File: src/rtl/mem_bus_arbiter_if.sv
// Bus-request/grant bundle shared by the arbiter and the masters it serves.
// The arbiter connects through the slave modport; requesters use master.
interface mem_bus_arbiter_if;
  logic [3:0] req;
  logic       bus_busy;
  logic [3:0] grant;
  logic [1:0] owner;
  logic       owner_valid;
  logic       timeout_err;

  modport master (
    output req, bus_busy,
    input  grant, owner, owner_valid, timeout_err
  );

  modport slave (
    input  req, bus_busy,
    output grant, owner, owner_valid, timeout_err
  );
endinterface

File: src/rtl/mem_bus_arbiter.sv
// Round-robin arbiter for four bus masters sharing a tristate memory bus.
// Registered grant, unaccepted-grant timeout, and one turnaround cycle between owners.
module mem_bus_arbiter #(
  parameter int unsigned GRANT_TIMEOUT = 8
) (
  input  logic              clk,
  input  logic              reset,
  mem_bus_arbiter_if.slave  bus
);

  typedef enum logic [2:0] {
    S_IDLE,
    S_GRANT,
    S_OWNED,
    S_FOREIGN,
    S_TURN
  } state_t;

  localparam logic [3:0] CNT_LAST = 4'(GRANT_TIMEOUT - 1);

  state_t     r_state, w_state;
  logic [1:0] r_ptr, w_ptr;
  logic [3:0] r_cnt, w_cnt;
  logic [3:0] r_grant, w_grant;
  logic [1:0] r_owner, w_owner;
  logic       r_owner_valid, w_owner_valid;
  logic       r_timeout_err, w_timeout_err;

  logic [1:0] w_sel;
  logic       w_sel_valid;

  // Scan from lowest to highest priority so the highest-priority hit wins.
  always_comb begin
    w_sel       = r_ptr;
    w_sel_valid = 1'b0;
    for (int i = 3; i >= 0; i--) begin
      if (bus.req[r_ptr + 2'(i)]) begin
        w_sel       = r_ptr + 2'(i);
        w_sel_valid = 1'b1;
      end
    end
  end

  always_comb begin
    // NOTE: every output of this block gets a default before the case so no path leaves it unassigned; otherwise a latch is inferred.
    w_state       = r_state;
    w_ptr         = r_ptr;
    w_cnt         = r_cnt;
    w_grant       = 4'b0000;
    w_owner       = r_owner;
    w_owner_valid = 1'b0;
    w_timeout_err = 1'b0;

    unique case (r_state)
      S_IDLE: begin
        if (bus.bus_busy) begin
          w_state = S_FOREIGN;
        end else if (w_sel_valid) begin
          w_state = S_GRANT;
          w_owner = w_sel;
          w_grant = 4'b0001 << w_sel;
          w_cnt   = 4'd0;
        end
      end

      S_GRANT: begin
        // Acceptance outranks both a withdrawn request and an expiring timer.
        if (bus.bus_busy) begin
          w_state       = S_OWNED;
          w_owner_valid = 1'b1;
        end else if (!bus.req[r_owner]) begin
          w_state = S_IDLE;
        end else if (r_cnt == CNT_LAST) begin
          w_state       = S_IDLE;
          w_timeout_err = 1'b1;
          w_ptr         = r_owner + 2'd1;
        end else begin
          w_grant = r_grant;
          w_cnt   = r_cnt + 4'd1;
        end
      end

      S_OWNED: begin
        if (!bus.bus_busy) begin
          w_state = S_TURN;
          w_ptr   = r_owner + 2'd1;
        end else begin
          w_owner_valid = 1'b1;
        end
      end

      S_FOREIGN: begin
        if (!bus.bus_busy) w_state = S_TURN;
      end

      S_TURN: w_state = S_IDLE;

      default: w_state = S_IDLE;
    endcase
  end

  always_ff @(posedge clk) begin
    // NOTE: sequential state uses non-blocking assignments so every register samples pre-edge values.
    if (reset) begin
      r_state       <= S_IDLE;
      r_ptr         <= 2'd0;
      r_cnt         <= 4'd0;
      r_grant       <= 4'b0000;
      r_owner       <= 2'd0;
      r_owner_valid <= 1'b0;
      r_timeout_err <= 1'b0;
    end else begin
      r_state       <= w_state;
      r_ptr         <= w_ptr;
      r_cnt         <= w_cnt;
      r_grant       <= w_grant;
      r_owner       <= w_owner;
      r_owner_valid <= w_owner_valid;
      r_timeout_err <= w_timeout_err;
    end
  end

  assign bus.grant       = r_grant;
  assign bus.owner       = r_owner;
  assign bus.owner_valid = r_owner_valid;
  assign bus.timeout_err = r_timeout_err;

endmodule

File: src/flat_wrapper.sv
// flat-port wrapper written by rule: the top's interface ports become plain ports
module mem_bus_arbiter_flat 
#(
  parameter int unsigned GRANT_TIMEOUT = 8
)
  (clk, reset, bus_req, bus_bus_busy, bus_grant, bus_owner, bus_owner_valid, bus_timeout_err);
  mem_bus_arbiter_if bus_i ();
  input  logic clk;
  input  logic reset;
  input wire logic [$bits(bus_i.req)-1:0] bus_req;
  input wire logic [$bits(bus_i.bus_busy)-1:0] bus_bus_busy;
  output wire logic [$bits(bus_i.grant)-1:0] bus_grant;
  output wire logic [$bits(bus_i.owner)-1:0] bus_owner;
  output wire logic [$bits(bus_i.owner_valid)-1:0] bus_owner_valid;
  output wire logic [$bits(bus_i.timeout_err)-1:0] bus_timeout_err;
  assign bus_i.req = bus_req;
  assign bus_i.bus_busy = bus_bus_busy;
  assign bus_grant = bus_i.grant;
  assign bus_owner = bus_i.owner;
  assign bus_owner_valid = bus_i.owner_valid;
  assign bus_timeout_err = bus_i.timeout_err;
  mem_bus_arbiter #(.GRANT_TIMEOUT(GRANT_TIMEOUT)) u_core (.clk(clk), .reset(reset), .bus(bus_i));
endmodule
File: config.mk
export PLATFORM = sky130hd
export DESIGN_NAME = mem_bus_arbiter_flat
export DESIGN_NICKNAME = d
export VERILOG_FILES = /design/src/rtl/mem_bus_arbiter_if.sv /design/src/rtl/mem_bus_arbiter.sv /design/src/flat_wrapper.sv
export SDC_FILE = /design/constraint.sdc
export NUM_CORES = 1
export LEC_CHECK = 0
export ABC_AREA = 1
export BUFFER_PORTS_ARGS = -buffer_cell sky130_fd_sc_hd__buf_2
export CORE_ASPECT_RATIO = 1.4
export CORE_MARGIN = 5
export CORE_UTILIZATION = 60
export CTS_CLUSTER_SIZE = 14
export DETAILED_ROUTE_END_ITERATION = 7
export GPL_TIMING_DRIVEN = 0
export PLACE_DENSITY = 0.88
export SETUP_SLACK_MARGIN = 0.2
export SYNTH_ARGS = -nofsm -noshare
export SYNTH_HDL_FRONTEND = slang
export SYNTH_SLANG_ARGS = --single-unit
export TNS_END_PERCENT = 5
File: constraint.sdc
create_clock -name clk -period 3.31 [get_ports clk]
set_input_delay 0.1655 -clock clk [delete_from_list [all_inputs] [get_ports clk]]
set_output_delay 0.1655 -clock clk [all_outputs]
set_load 0.005 [all_outputs]
# --- Word-level counts from Yosys, hierarchy flattened ---
# Index checks and enable logic that the tools add are counted.
totals:
  reg_bits: 17
  input_bits: 7
  out_inout_bits: 8
  elab_cells: 91
op_classes:
  n_addsub: 5
  n_lt_le_gt_ge: 5
  eq_ne: 14
  n_shift: 1
  mux: 44
  n_bitwise: 4
  reduce_logical: 11
ops:
  columns: ["cell", "count"]
  rows:
  - ["4-bit two-way mux", 10]
  - ["3-bit two-way mux", 6]
  - ["2-bit two-way mux", 8]
  - ["4-bit case mux with 2 select lines", 2]
  - ["2-bit by 3-bit less-than comparator with 1-bit output, second input constant", 5]
  - ["1-bit two-way mux", 11]
  - ["1-bit binary-select mux with 2-bit select", 5]
  - ["2-bit inequality test, second input constant", 5]
  - ["3-bit case mux with 3 select lines", 1]
  - ["3-bit by 2-bit == test with 1-bit output, second input constant", 2]
  - ["2-bit by 1-bit inequality test with 1-bit output, second input constant", 3]
  - ["3-bit AND reduction", 2]
  - ["6-bit AND reduction", 1]
  - ["2-bit OR reduction", 3]
  - ["5-bit AND reduction", 1]
  - ["2-bit by 1-bit adder with 2-bit output, second input constant", 2]
  - ["2-bit adder, second input constant", 2]
  - ["4-bit by 1-bit adder with 4-bit output, second input constant", 1]
  - ["4-bit by 3-bit == test with 1-bit output, second input constant", 1]
  - ["4-bit inequality test, second input constant", 1]
  - ["1-bit inverter", 4]
  - ["2-bit case mux with 2 select lines", 1]
  - ["2-bit nonzero test", 2]
  - ["4-bit OR reduction", 1]
  - ["4 further kinds", 4]

# --- Logic depth before layout (Yosys ltp) ---
depth:
  ltp_word: 11
  depth_mapped: 14
  mapped_depth_nobuf: 13

# --- Worst setup path before layout ---
# Ideal clock, no wire load.
synth_timing:
  kind: "register to register"
  from: "register u_core.r_cnt[0]"
  to: "register u_core.r_grant[0] (netlist: u_core.bus.grant[0])"
  setup_time_ns: 0.131
  arrival_time_ns: 1.339
  t_required_ns: 3.179
  path_slack_ns: 1.839
  stages_incl_launch_ff: 12
  path_buffers: 0
  cell_sequence: "dfxtp_1 ha_1 nand2_1 inv_1 nand2_1 nand2_1 nor3_4 inv_1 nand2_1 nor2_1 nor2_1 nor2_1"
synth_between:
  elab_chain_cells: 2
synth_lines:
  columns: ["item", "line_no", "text"]
  rows:
  - ["start: declaration", "mem_bus_arbiter.sv:23", "logic [3:0] r_cnt, w_cnt;"]
  - ["start signal: assignment", "mem_bus_arbiter.sv:115", "r_cnt <= w_cnt;"]
  - ["4-bit by 3-bit == test with 1-bit output", "mem_bus_arbiter.sv:73", "end else if (r_cnt == CNT_LAST) begin"]
  - ["4-bit inequality test (no source line)", null, null]
  - ["end signal: assignment", "mem_bus_arbiter.sv:116", "r_grant <= w_grant;"]
  - ["end: declaration", "mem_bus_arbiter.sv:24", "logic [3:0] r_grant, w_grant;"]
# Every way passes these cells.
# A chain may end at the register's enable or synchronous reset.

# --- Worst setup path in the final report ---
# Ends and elaborated chain as after synthesis.

==> out/qor.yml <==
skew_ps: 7.337
grtUsageTotal: 0.2002
postCtsSetupBuffers: 0
syn_area_per_cell_um2: 6.542
route.detailed.drc: 0
cp-end-kind: "flop"
cap_violations: 0
hold_path.class: "input pin to flop"
combPwrFrac: 0.385
std_cell_rows: 18
synth_most_common_cell: "nand2_1"
antenna_found_initial: 0
synth_common_cells: "45 x nand2_1, 24 x inv_1, 18 x nor2_1, 17 x dfxtp_1, 15 x nand3_1"
required_ps: 3500
cts_root_buf: "clkbuf_4"
critPathMaxFanout: 7
postRouteAntennaNets: 0
worstHoldEndpoint: "u_core.bus.timeout_err"
dp_cells: 209
pwr-share-seq: 0.410
port_buffers: 14
p_switching_w: 0.0002293
cts_made_buffers: 3
synthesis.nets: 183
cts.clk_slew.worst_paths_ps: 100
clk_latency_ps: 310
ys_types: 28
final.period_utilization: 0.5151
area_growth_syn_to_layout_pct: 10.71
grt_pass1_vias: 1061
fp.dieW_um: 46.92
path_cells: "ha_1 -> nand2_1 -> inv_1 -> nand2_1 -> nand2_1 -> nor3_4 -> inv_1 -> nand2_1 -> nor2_1 -> nor2_1 -> nor2_1"
finalSetupViolations: 0
clock_sinks: 17
fmax_ghz: 0.5865
avgViaCountPerCell: 5.408
fill_cells: 155
critical_path_class: "flop to flop"
switching_share: 0.4048
cp_common_cell: "nand2_1"
grt_pass1_wl_um: 4188
grt_max_degree: 11
drtIter0Drc: 29
synth_top_area_share: 0.2973
core_area_um2: 1802
tightestPinTransition_ps: 540.3
synth_area_leaders: "dfxtp_1 30%, nand2_1 15%, inv_1 7.9%"
cts_resized: 0
r2r_slack_ps: 1610
cts_hold_buf: 0
critPathTopFamily: "simple AND/OR/NAND/NOR gates"
power_frac_clock: 0.205
outcome: "complete, no violations"
yosysSeqAreaShare: 0.2973
die_h_um: 61.69
min_from: "reset"
routed_wl_um: 2498
synth.ff_latch_count: 17
setup_tns_ps: 0
cpPeakStageDelay_ps: 350
timing.hold.ws_ps: 44.50
synth-edff-count: 0
grt_overflow_total: 0
gp_congestion: 0.9336
hpwl_um: 1950
finalNonFillerCells: 213
syn-cell-area_um2: 1145
reg2reg_to: "u_core.bus.grant[0]"
ir_drop_uv: 351.4
slew_headroom: 0.6398
num_vias: 1152
internal-power_w: 0.0003372
final_nets: 202
finish.utilization: 0.7035
hold_depth: 2
power.density_nw_per_um2: 447.0
ios: 15
dr.pass1.iters: 4
r2r-start: "u_core.r_cnt[0]"
path_buf_inv: 2
async_reset_ff_frac: 0
diodes: 0
worstPathArrival_ps: 1900
min_period_ps: 1705
synth-main-ff-cell: "dfxtp_1"
hold_viol: 0
slew_violations: 0
rsz0062_at_grt: "false"
r2r_cells: 11
start_util: 0.6354
synthCells: 175
cpMaxStageDelayCell: "dfxtp_1"
synth_top_area_cell: "dfxtp_1"
drive_gt1_frac: 0.2435
htree_levels: 1
leakagePower_nw: 0.6266
cp-start-kind: "flop"
fin_total_pwr_w: 0.0005665
cts_tree: "built"
yosysWarnings: 0
wl_per_cell_um: 11.73
die-area_um2: 2894
cts_buffer_depth: 2
-- worst reg2reg max path, delay by kind of cell, from the launching register on --
| kind | cells | cell delay (ps) |
|---|---|---|
| buffers and inverters | 2 | 170 |
| adders and majority gates | 1 | 220 |
| and+or+nand+nor | 8 | 860 |
| DFF | 1 | 350 |
-- cells in the final DEF, fill, tap and decap left out, types with 2 or more instances in the layout --
master / instances
nand2_1: 45
inv_1: 24
nor2_1: 18
dfxtp_1: 17
nand3_1: 15
buf_2: 14
nand2_2: 13
a21oi_1: 8
o21ai_0: 5
nand4_1: 4
a21oi_2: 3
clkbuf_4: 3
inv_2: 2
nand2_4: 2
nor2_4: 2
nor3_1: 2
xor2_1: 2
-- logic make-up after synthesis --
| family | after synthesis | share of synthesized area |
|---|---|---|
| AOI/OAI and AO/OA | 20 | 0.1148 |
| xor gates and xnor gates | 2 | 0.01530 |
| adders and majority gates | 1 | 0.01093 |
| buffers and inverters | 29 | 0.1082 |
| DFF | 17 | 0.2973 |
| and+or+nand+nor | 106 | 0.4536 |
-- layout make-up --
type                            count  area, um^2  share of cell area
Buffer                              2       15.01             0.01185
Timing Repair Buffer               14       70.07             0.05528
Clock inverter                      1       5.005            0.003949
Multi-Input combinational cell    129       680.7              0.5370
Clock buffer                        3       22.52             0.01777
Inverter                           27       108.9             0.08588
Tap cell                           20       25.02             0.01974
Sequential cell                    17       340.3              0.2685
-- layer usage --
| metal | track usage | up-vias | part of all wire |
|---|---|---|---|
| li1 | - | 593 | - |
| met1 | 0.2043 | 528 | 0.41 |
| met2 | 0.3825 | 26 | 0.54 |
| met3 | 0.01754 | 5 | 0.035 |
| met4 | 0.1067 | 0 | 0.022 |
| met5 | 0 | - | 0 |
-- stage by stage --
stage	setup WS [ps]	instance area, um^2
floorplan	1839	1145
global placement	1683	1240
detailed placement	1633	1240
CTS	1606	1267
global route	1415	1267
finish	1605	1267
-- power groups by stage --
| stage | clock (W) | sequential [W] | combinational, W |
|---|---|---|---|
| finish | 0.000116 | 0.000232 | 0.000218 |
| global route | 0.000127 | 0.000234 | 0.000242 |
| CTS | 0.000117 | 0.000232 | 0.000217 |
| detailed placement | 0 | 0.000236 | 0.000215 |
| global placement | 0 | 0.000235 | 0.000209 |
| floorplan | 0 | 0.000235 | 0.000172 |
-- flip-flops by register name, indices dropped and copies added (netlist names) --
name                    flops
u_core.r_cnt                4
u_core.bus.timeout_err      1
u_core.bus.owner_valid      1
u_core.r_state              3
u_core.bus.owner            2
u_core.bus.grant            4
u_core.r_ptr                2
-- how the worst max path moves through the flow --
stage                          from                   to  slack, ps  depth (start not counted)
global placement    u_core.r_cnt[0]  u_core.bus.grant[0]       1680                         11
floorplan           u_core.r_cnt[0]  u_core.bus.grant[0]       1840                         11
finish              u_core.r_cnt[0]  u_core.bus.grant[0]       1610                         11
global route        u_core.r_cnt[0]  u_core.bus.grant[0]       1420                         11
CTS                 u_core.r_cnt[0]  u_core.bus.grant[0]       1610                         11
detailed placement  u_core.r_cnt[0]  u_core.bus.grant[0]       1630                         11
No activity file was read; power rests on OpenSTA's default activity.
